$ cat src/rtl/lockstep_pkg.sv
// Shared types for the lockstep data bridge: FSM states, fault codes and the
// default-width request record compared between the two cores.
package lockstep_pkg;

    localparam int LS_ADDR_W = 32;
    localparam int LS_DATA_W = 32;

    typedef enum logic [2:0] {
        IDLE,
        WAIT_PEER,
        ISSUE,
        RESP,
        FAULT
    } state_e;

    typedef enum logic [1:0] {
        FC_NONE     = 2'b00,
        FC_MISMATCH = 2'b01,
        FC_SKEW     = 2'b10
    } fault_code_e;

    typedef struct packed {
        logic                   we;
        logic [LS_DATA_W/8-1:0] be;
        logic [LS_ADDR_W-1:0]   addr;
        logic [LS_DATA_W-1:0]   wdata;
    } req_t;

endpackage

$ cat src/rtl/lockstep_req_cmp.sv
// Field-by-field comparison of the two cores' requests; write data only
// takes part when the request is a write.
module lockstep_req_cmp
    import lockstep_pkg::*;
#(
    parameter type cmp_req_t = req_t
) (
    input  cmp_req_t i_req_a,
    input  cmp_req_t i_req_b,
    output logic     o_match
);

    logic w_ctrl_eq;
    logic w_wdata_eq;

    assign w_ctrl_eq  = (i_req_a.we == i_req_b.we) &&
                        (i_req_a.be == i_req_b.be) &&
                        (i_req_a.addr == i_req_b.addr);
    assign w_wdata_eq = (i_req_a.wdata == i_req_b.wdata);
    assign o_match    = w_ctrl_eq && (!i_req_a.we || w_wdata_eq);

endmodule

$ cat src/rtl/lockstep_data_bridge.sv
// Lockstep bridge between a master and a shadow core data port and one memory.
// Build option FAULT_INJECT_EN adds inject_i, which flips b_addr_i[0] before the compare.
module lockstep_data_bridge
    import lockstep_pkg::*;
#(
    parameter int ADDR_WIDTH = 32,
    parameter int DATA_WIDTH = 32,
    parameter int SKEW_MAX   = 4
) (
    input  logic                    clk_i,
    input  logic                    rst_i,
`ifdef FAULT_INJECT_EN
    input  logic                    inject_i,
`endif
    input  logic                    a_req_i,
    input  logic                    a_we_i,
    input  logic [DATA_WIDTH/8-1:0] a_be_i,
    input  logic [ADDR_WIDTH-1:0]   a_addr_i,
    input  logic [DATA_WIDTH-1:0]   a_wdata_i,
    input  logic                    b_req_i,
    input  logic                    b_we_i,
    input  logic [DATA_WIDTH/8-1:0] b_be_i,
    input  logic [ADDR_WIDTH-1:0]   b_addr_i,
    input  logic [DATA_WIDTH-1:0]   b_wdata_i,
    output logic                    core_gnt_o,
    output logic                    core_rvalid_o,
    output logic [DATA_WIDTH-1:0]   core_rdata_o,
    output logic                    mem_req_o,
    input  logic                    mem_gnt_i,
    input  logic                    mem_rvalid_i,
    input  logic [DATA_WIDTH-1:0]   mem_rdata_i,
    output logic                    mem_we_o,
    output logic [DATA_WIDTH/8-1:0] mem_be_o,
    output logic [ADDR_WIDTH-1:0]   mem_addr_o,
    output logic [DATA_WIDTH-1:0]   mem_wdata_o,
    output logic                    fault_o,
    output logic [1:0]              fault_code_o
);

    localparam int BE_W = DATA_WIDTH / 8;
    localparam logic [3:0] SKEW_LIMIT = 4'(SKEW_MAX);

    typedef struct packed {
        logic                  we;
        logic [BE_W-1:0]       be;
        logic [ADDR_WIDTH-1:0] addr;
        logic [DATA_WIDTH-1:0] wdata;
    } bridge_req_t;

    state_e      r_state,    w_state_nxt;
    logic [3:0]  r_skew_cnt, w_skew_cnt_nxt;
    logic        r_lead_b,   w_lead_b_nxt;
    bridge_req_t r_hold,     w_hold_nxt;
    fault_code_e r_fcode,    w_fcode_nxt;

    bridge_req_t w_req_a;
    bridge_req_t w_req_b;
    logic        w_match;
    logic        w_both_req;
    logic        w_lead_req;

    assign w_req_a = {a_we_i, a_be_i, a_addr_i, a_wdata_i};
`ifdef FAULT_INJECT_EN
    assign w_req_b = {b_we_i, b_be_i, b_addr_i ^ {{(ADDR_WIDTH-1){1'b0}}, inject_i}, b_wdata_i};
`else
    assign w_req_b = {b_we_i, b_be_i, b_addr_i, b_wdata_i};
`endif

    assign w_both_req = a_req_i && b_req_i;
    assign w_lead_req = r_lead_b ? b_req_i : a_req_i;

    lockstep_req_cmp #(
        .cmp_req_t (bridge_req_t)
    ) u_req_cmp (
        .i_req_a (w_req_a),
        .i_req_b (w_req_b),
        .o_match (w_match)
    );

    always_ff @(posedge clk_i) begin
        if (rst_i) begin
            r_state    <= IDLE;
            r_skew_cnt <= '0;
            r_lead_b   <= 1'b0;
            r_hold     <= '0;
            r_fcode    <= FC_NONE;
        end else begin
            r_state    <= w_state_nxt;
            r_skew_cnt <= w_skew_cnt_nxt;
            r_lead_b   <= w_lead_b_nxt;
            r_hold     <= w_hold_nxt;
            r_fcode    <= w_fcode_nxt;
        end
    end

    always_comb begin
        w_state_nxt    = r_state;
        w_skew_cnt_nxt = r_skew_cnt;
        w_lead_b_nxt   = r_lead_b;
        w_hold_nxt     = r_hold;
        w_fcode_nxt    = r_fcode;
        core_gnt_o     = 1'b0;
        core_rvalid_o  = 1'b0;
        core_rdata_o   = '0;
        mem_req_o      = 1'b0;
        mem_we_o       = 1'b0;
        mem_be_o       = '0;
        mem_addr_o     = '0;
        mem_wdata_o    = '0;
        fault_o        = 1'b0;
        fault_code_o   = FC_NONE;

        case (r_state)
            IDLE: begin
                w_skew_cnt_nxt = '0;
                if (w_both_req) begin
                    if (w_match) begin
                        w_hold_nxt  = w_req_a;
                        w_state_nxt = ISSUE;
                    end else begin
                        w_fcode_nxt = FC_MISMATCH;
                        w_state_nxt = FAULT;
                    end
                end else if (a_req_i || b_req_i) begin
                    w_lead_b_nxt   = b_req_i;
                    w_skew_cnt_nxt = 4'd1;
                    w_state_nxt    = WAIT_PEER;
                end
            end
            WAIT_PEER: begin
                if (w_both_req) begin
                    if (w_match) begin
                        w_hold_nxt  = w_req_a;
                        w_state_nxt = ISSUE;
                    end else begin
                        w_fcode_nxt = FC_MISMATCH;
                        w_state_nxt = FAULT;
                    end
                end else if (!w_lead_req) begin
                    // a leader withdrawing its request breaks the handshake
                    w_fcode_nxt = FC_MISMATCH;
                    w_state_nxt = FAULT;
                end else if (r_skew_cnt == SKEW_LIMIT) begin
                    w_fcode_nxt = FC_SKEW;
                    w_state_nxt = FAULT;
                end else begin
                    w_skew_cnt_nxt = r_skew_cnt + 4'd1;
                end
            end
            ISSUE: begin
                mem_req_o   = 1'b1;
                mem_we_o    = r_hold.we;
                mem_be_o    = r_hold.be;
                mem_addr_o  = r_hold.addr;
                mem_wdata_o = r_hold.wdata;
                core_gnt_o  = mem_gnt_i;
                if (mem_gnt_i) begin
                    w_state_nxt = RESP;
                end
            end
            RESP: begin
                core_rvalid_o = mem_rvalid_i;
                core_rdata_o  = mem_rvalid_i ? mem_rdata_i : '0;
                if (mem_rvalid_i) begin
                    w_state_nxt = IDLE;
                end
            end
            FAULT: begin
                fault_o      = 1'b1;
                fault_code_o = r_fcode;
            end
            default: begin
                w_state_nxt = IDLE;
            end
        endcase
    end

endmodule

$ cat config.mk
export PLATFORM = sky130hd
export DESIGN_NAME = lockstep_data_bridge
export DESIGN_NICKNAME = d
export VERILOG_FILES = /design/src/rtl/lockstep_pkg.sv /design/src/rtl/lockstep_req_cmp.sv /design/src/rtl/lockstep_data_bridge.sv
export SDC_FILE = /design/constraint.sdc
export NUM_CORES = 1
export LEC_CHECK = 0
export ABC_AREA = 1
export CAP_MARGIN = 20
export CORE_MARGIN = 1.5
export CORE_UTILIZATION = 39
export DETAILED_ROUTE_END_ITERATION = 8
export GPL_TIMING_DRIVEN = 0
export PLACE_DENSITY = 0.82
export SYNTH_ARGS = -nofsm -noshare
export SYNTH_HDL_FRONTEND = slang
export SYNTH_SLANG_ARGS = --single-unit
$ cat constraint.sdc
create_clock -name clk_i -period 2 [get_ports clk_i]
set_input_delay 0.3 -clock clk_i [delete_from_list [all_inputs] [get_ports clk_i]]
set_output_delay 0.3 -clock clk_i [all_outputs]
set_load 0.02 [all_outputs]
======== Yosys cells after proc, flatten, opt, wreduce, memory -nomap -nowiden ========
Cells that the tools add are included.
storage, ports and cells
  word-level logic and storage cells ...... 76
  flip-flop bits (word level) ............. 79
operators by class
  $add $sub $neg .......................... 1
  bitwise logic cells ..................... 2
  eq/ne operators ......................... 17
  multiplexer cells ....................... 33
  reductions and logical operators ........ 15
operator list
  operator             count
  $mux 32              4
  $eq 32x32->1         2
  $mux 3               8
  $mux 4               4
  $pmux 3 s5           1
  $mux 2               6
  $ne 2x2->1 const B   6
  $reduce_and 3->1     3
  $mux 1               8
  $pmux 4 s2           1
  $eq 3x2->1 const B   2
  $reduce_and 5->1     1
  $add 4x1->4 const B  1
  $eq 4x3->1 const B   1
  $eq 4x4->1           1
  $logic_and 1x1->1    4
  $ne 4x4->1 const B   1
  $pmux 2 s2           1
  $reduce_and 4->1     1
  $eq 3x1->1 const B   1
  $eq 3x3->1 const B   1
  $logic_not 3->1      1
  $ne 3x3->1 const B   1
  $logic_or 1x1->1     2
  other kinds (5)      6

======== Depth between registers and ports, before layout ========
  word-level depth ........................ 7
  depth in mapped cells ................... 15

======== Cells and area by module ========
From an unflattened synthesis, not the netlist that was laid out.
second synthesis, totals
  cells, all modules ...................... 796
  area, all modules ....................... 4962.3 µm²
modules (own cells, without submodules)
  module                times used  seq. area each (µm²)  area an instance (µm²)  cells an instance
  lockstep_data_bridge  1           1581.5                3892.5                  571
  lockstep_req_cmp      1           0.0                   1069.8                  225

======== Least setup slack after synthesis ========
No wires, ideal clock.
  path type ............................... input to register
  start ................................... input port a_addr_i[28]
  end ..................................... register r_hold[14] in the netlist's numbering
  cell stages on the path ................. 11
  path buffers ............................ 2
  data required time ...................... 1887 ps
  arrival time ............................ 1442 ps
  path slack .............................. 445 ps
  path through ............................ xor2_1 -> nor2_1 -> nand2_1 -> nor2_1 -> nand2_1 -> nor2_2 -> nand4_2 -> buf_4 -> buf_2 -> nor2_1 -> nor2_1
on the way
  word-level cells in the longest chain between the ends .. 4
RTL lines
  item                               RTL line                    RTL
  from (decl)                        lockstep_data_bridge.sv:18  input logic [ADDR_WIDTH-1:0] a_addr_i,
  $eq 32x32->1                       lockstep_req_cmp.sv:18      (i_req_a.addr == i_req_b.addr);
  $logic_and 1x1->1                  lockstep_req_cmp.sv:17      (i_req_a.be == i_req_b.be) &&
  $logic_and 1x1->1                  lockstep_req_cmp.sv:20      assign o_match = w_ctrl_eq && (!i_req_a.we || w_wdata_eq);
  $reduce_and 3->1 (no source line)  n/a
  to (signal assigned)               lockstep_data_bridge.sv:91  r_hold <= w_hold_nxt;
  to (decl)                          lockstep_data_bridge.sv:53  bridge_req_t r_hold, w_hold_nxt;
Every way passes these cells.
A chain may end at the register's enable or synchronous reset.

======== Final worst setup path ========
  start ................................... register r_state[2]
  end ..................................... output port mem_be_o[3]
on the way
  word-level cells in the longest chain between the ends .. 2
RTL lines
  item                    RTL line                     RTL
  from (decl)             lockstep_data_bridge.sv:50   state_e r_state, w_state_nxt;
  from (signal assigned)  lockstep_data_bridge.sv:88   r_state <= w_state_nxt;
  $eq 3x2->1              lockstep_data_bridge.sv:113  case (r_state)
  $mux 4                  lockstep_data_bridge.sv:113
  to (decl)               lockstep_data_bridge.sv:33   output logic [DATA_WIDTH/8-1:0] mem_be_o,
Every way passes these cells.

==> metrics <==
synth warn 0; share of the synthesized area in the top cell type 0.311; Final Slew Violations 0; worst min-delay path category in -> reg; share of layout cells above drive strength 1 0.148; TNS Setup 0 ps; CP required 1700 ps; Initial Util 0.401; #FFs+latches synth 79; HPWL after detailed placement 13800 microns; Starting DRT DRC Count 182; initial antenna violation count 3; worst slew pin tran 508 ps; cells after synthesis 913; Hold Vio Cnt, Final 0; Final nets 1395; fillers 1163; hold_buf cts 0; mean area per synthesized cell 5.57 sq um; xor and xnor fraction of the mapped netlist area 0.0706; Die Y 117 microns; core area 12700 sq um; WL per Instance 13.0 microns; Initial DRT Pass Iterations 5; Vias per Instance 4.49; Mapped Nets 1093; routed wire length 18100 microns; Top Ports 283; Synth-to-Final Area Change 70.9%; DIE AREA 13700 sq um; Tot GR Track Use 0.248; first-pass GRT wire length 26200 microns; Post-Syn Area 5080 sq um; largest fanout on the critical path 10; most used routing layer met2; Synth area leader dfxtp_1; Worst-Skew Late Latency 330 ps; Reg clk slew, reported paths 60 ps; CP startpoint kind register; post-route clock period utilization 0.967; met1 Resource Use GR 0.270; Rel. slew slack 0.661; Worst Path Arrival 1630 ps; largest net degree at the start of global routing 13; Setup-failing EPs final 0; register area share after synthesis 0.311; PortBufs 281; post-synth cell types 24; WS Path Type reg -> out; Final Skew 6.97 ps; Peak VDD IR 0.000444 V; Final Wtd Congestion 0.877; global route overflow 0; DRC viols 0; Final ANT Viol Nets 0; GRT met2 Usage 0.460; Root Driver clkbuf_16; Die X 117 microns; final design utilization 0.686; TritonCTS Buffers 9; outcome complete, no violations; Worst setup EP type output port; max_cap viols 0; CTS tree yes; Synth Area in Compound Gates 0.0276; FP Rows 41; Synth Area in Simple Gates 0.439; register area 1590 sq um; Power per Cell Area 488 nW/um^2; area occupied by multi-input gates 2940 sq um; fmax 517 MHz; largest family of logic cells by synthesized area simple AND/OR/NAND/NOR gates; vias in the first global route 5499; leading post-synthesis cells by cell area dfxtp_1 31%, nor2_1 21%, nand2_1 21%; mux contribution to synthesized area 0; synthesized-area fraction occupied by adder cells 0.00984; vias 6261; Clock Path Buffers 2; fin crit period 1930 ps; GR Util met3 0.0700; clock sink total 79; P_leak 0.00503 uW; CTS H-Tree Depth 3
## worst max-delay path: stages, from the launching register on
cell and delay, ps:
dfxtp_2 340, inv_1 100, nand3_1 120, buf_8 180, clkbuf_8 170, nor2_1 100
clkdlybuf4s15_2 290
## per-stage QoR
stage / power (uW) / instances / setup slack, ps / hold slack (ps) / area (sq um)
2_1_floorplan: 2050 / 913 / 445 / 369 / 5080
3_3_place_gp: 2550 / 1366 / -820 / 446 / 8110
3_5_place_dp: 2560 / 1366 / -802 / 447 / 8110
4_1_cts: 4260 / 1386 / 8.69 / 360 / 8590
5_1_grt: 4430 / 1393 / -35.6 / 238 / 8690
6_report: 4240 / 1393 / 66.3 / 239 / 8690
## report_power, final
part | internal [uW] | total [uW] | leakage, uW | switching, uW
Combinational | 417 | 845 | 0.00423 | 428
Sequential | 1610 | 1640 | 0.000638 | 29.6
Clock | 1120 | 1750 | 0.000155 | 637
## cells by family after synthesis
logic type | count (synthesis)
adder cells (fa/ha/maj) | 4
flip-flops | 79
AO/OA/AOI/OAI | 26
buffers and inverters | 179
AND/OR/NAND/NOR | 584
XOR/XNOR | 41
## registers in the layout (all words and copies together), names as in the netlist
register    cells
r_lead_b        1
r_hold         69
r_skew_cnt      4
r_state         3
r_fcode         2
## area by class of cell
cell class / count / share of cell area
buffer: 37 / 0.0376
timing repair buffer: 291 / 0.319
clock inverter: 4 / 0.00806
clock buffer: 11 / 0.0279
multi-input combinational: 655 / 0.338
sequential: 79 / 0.182
tap: 172 / 0.0248
antenna: 2 / 0.000576
inverter: 142 / 0.0613
## cells in the final DEF (no fill, tap or decap), drive strengths merged
cell type / netlist / final
nand4: 3 / 3
diode: 0 / 2
a311oi: 1 / 1
clkdlybuf4s50: 0 / 36
ha: 4 / 4
nand2: 281 / 281
dlymetal6s2s: 0 / 57
clkdlybuf4s15: 0 / 44
clkbuf: 24 / 61
xor2: 12 / 12
a22o: 1 / 1
dlygate4sd2: 0 / 85
nand3: 6 / 6
nor2: 287 / 287
xnor2: 29 / 29
o21ai: 16 / 16
inv: 142 / 142
bufinv: 0 / 2
a21oi: 7 / 7
dfxtp: 79 / 79
clkinv: 0 / 2
nor3b: 2 / 2
nor3: 4 / 4
buf: 13 / 56
or3: 1 / 1
a22oi: 1 / 1
## worst paths after layout
path | endpoint | cells past startpoint | start | slack [ps]
max | mem_be_o[3] | 6 | r_state[2] | 70
min | r_hold[55] | 3 | a_addr_i[23] | 240
max reg2reg | r_state[2] | 8 | r_skew_cnt[0] | 420
min reg2reg | r_fcode[0] | 2 | r_fcode[0] | 450
## synthesized netlist by cell type, drive strengths merged
master and n:
xnor2 29, buf 13, nand3 6, clkbuf 24
a22oi 1, nor3b 2, a311oi 1, nand2 281
o21ai 16, a21oi 7, inv 142, a22o 1
nor2 287, dfxtp 79, nor3 4, or3 1
nand4 3, ha 4, xor2 12
## what timing repair did
item                       4_1_cts  5_1_grt
gates resized for setup        385      194
pin swaps                       54       73
setup buffers                    4        0
setup endpoints to repair      177      162
cloned                           2        5
## routing by layer
layer  vias up  part of all wire
li1       3238                 -
met1      2761              0.39
met2       235              0.51
met3        25             0.082
met4         2             0.022
met5         -           0.00066
Power figures use the tool's default switching activity.
==> RTL edit, RTL diff (same flow settings) <==
Re-encode `state_e` (5 states) as one-hot, 5 bits wide.
--- a/src/rtl/lockstep_pkg.sv
+++ b/src/rtl/lockstep_pkg.sv
@@ -6,10 +6,10 @@
     localparam int LS_DATA_W = 32;
 
-    typedef enum logic [2:0] {
-        IDLE,
-        WAIT_PEER,
-        ISSUE,
-        RESP,
-        FAULT
+    typedef enum logic [4:0] {
+        IDLE      = 5'b00001,
+        WAIT_PEER = 5'b00010,
+        ISSUE     = 5'b00100,
+        RESP      = 5'b01000,
+        FAULT     = 5'b10000
     } state_e;
 
Formal check against the unedited RTL: same outputs for any inputs over 4 cycles, from zero or initial values and one cycle with rst_i high; so few cycles prove little.
==> RTL edit against the original RTL <==
Worst setup slack worse by 0.028 ns. Area after synthesis rose by 1.7%. Sequential cell count grew 2. Sequential share of layout area down 0.37 points. Design area rose by 4.7%. Wire length rose by 8.6%. Clock skew about the same. Total power up 18%. Combinational power grew 63%. Synthesized cell count fell by 3.8%. Critical endpoint is now core_rdata_o[24]. Largest cell class unchanged.
==> RTL edit: results (changes against the original RTL) <==
The tools report the number of setup buffers added after CTS as 11 (+7). The share of post-route cells with drive strength above 1 works out to 20.4% (+5.5 points). The maximum vdd ir drop was 452 uV (+1.7%). The launch point of the worst hold path is a_addr_i[26].

The area of placed instances is 8210 sq um (+1.2%). The largest net degree at the start of global routing is 14 (+1). The sequential cell area share was 17.9% (-0.37 points); the maximum net fanout on the critical path was 5 (-5).

The adder-cell share of the synthesized area is 0.968% (-0.017 points). Tracing the worst setup path back leads to its startpoint at r_state[1]. The worst clock skew on the final layout is 0.00667 ns (-0.000300 ns), and the cell area power density is 548 nW/um^2 (+12%). The flow ran to the end, and the final reports show no timing, DRC or antenna violations. The initial antenna violation count is 2 (-1).

The register bit total from synthesis is 81 (+2.5%), and the vias after detailed routing is 6515 (+4.1%). The static leakage power is 4.59 nW (-8.8%), and the fraction of area in non-clock buffers is 36.1% (+0.41 points). The number of cells on the worst reg-to-reg path came out at 9 (+1). The global-route wire length before repair was 28900 um (+10%); the multi-input gate share of total cell area was 33.4% (-0.42 points).

For the placement-stage worst setup slack, the log shows -0.758 ns (+0.0433 ns). The xor-xnor portion of the synthesized cell area works out to 6.94% (-0.12 points). The logs give 0.00189 W (+8%) for the clock-net power and 1.66 ns (+0.03 ns) for the endpoint arrival time on the critical path. The overall fraction of global-route tracks in use was 25.4% (+0.63 points).

The final non-filler cell area is 9100 sq um (+4.7%), and the clock network area share is 3.70% (+0.099 points). The synthesized area divided by synthesized cell count works out to 5.89 sq um (+5.8%). For the share of total power in sequential cells, the log shows 34.4% (-4.3 points).

The logs give 501 (+30%) for the count of instances resized after the clock tree is built and 31.4% (+0.25 points) for the sequential share of the synthesized area. The logs give 12800 sq um (+0.81%) for the area of the core and 0.833 (-5.1%) for the final weighted congestion of routability-driven global placement. The unique cell type count in the Yosys netlist was 29 (+21%); the quantity of I/O buffers inserted on ports was 282 (+0.36%). The run gives 600 (-8.4%) as the number of combinational gates with multiple inputs.

The tools report the number of fill cells as 1051 (-9.6%). Number of non-clock inverters: 155 (+9.2%). Worst slew margin relative to its limit: 62.6% (-3.5 points).
RTL edit: cell types whose count changed after synthesis, moves of 3 or more:
| cell | before | now |
|---|---|---|
| sky130_fd_sc_hd__nor2_1 | 286 | 159 |
| sky130_fd_sc_hd__nand3_1 | 6 | 80 |
| sky130_fd_sc_hd__a21oi_1 | 7 | 78 |
| sky130_fd_sc_hd__nand2_1 | 281 | 212 |
| sky130_fd_sc_hd__inv_1 | 141 | 152 |
| sky130_fd_sc_hd__o21ai_0 | 16 | 5 |
| sky130_fd_sc_hd__buf_2 | 7 | 11 |
| sky130_fd_sc_hd__xnor2_1 | 29 | 26 |
| sky130_fd_sc_hd__xor2_1 | 12 | 15 |
RTL edit: final timing paths:
kind	to	slack (ns)
max	core_rdata_o[24]	0.04
max reg2reg	r_hold[0]	0.13
min	r_hold[58]	0.30
min reg2reg	r_hold[49]	0.46
RTL edit: metal layers:
metal	part of all wire, %	GRT usage [%]
met2	51	46.5
met5	0	0
met1	38	27.8
met3	8.0	7.96
met4	2.3	7.93
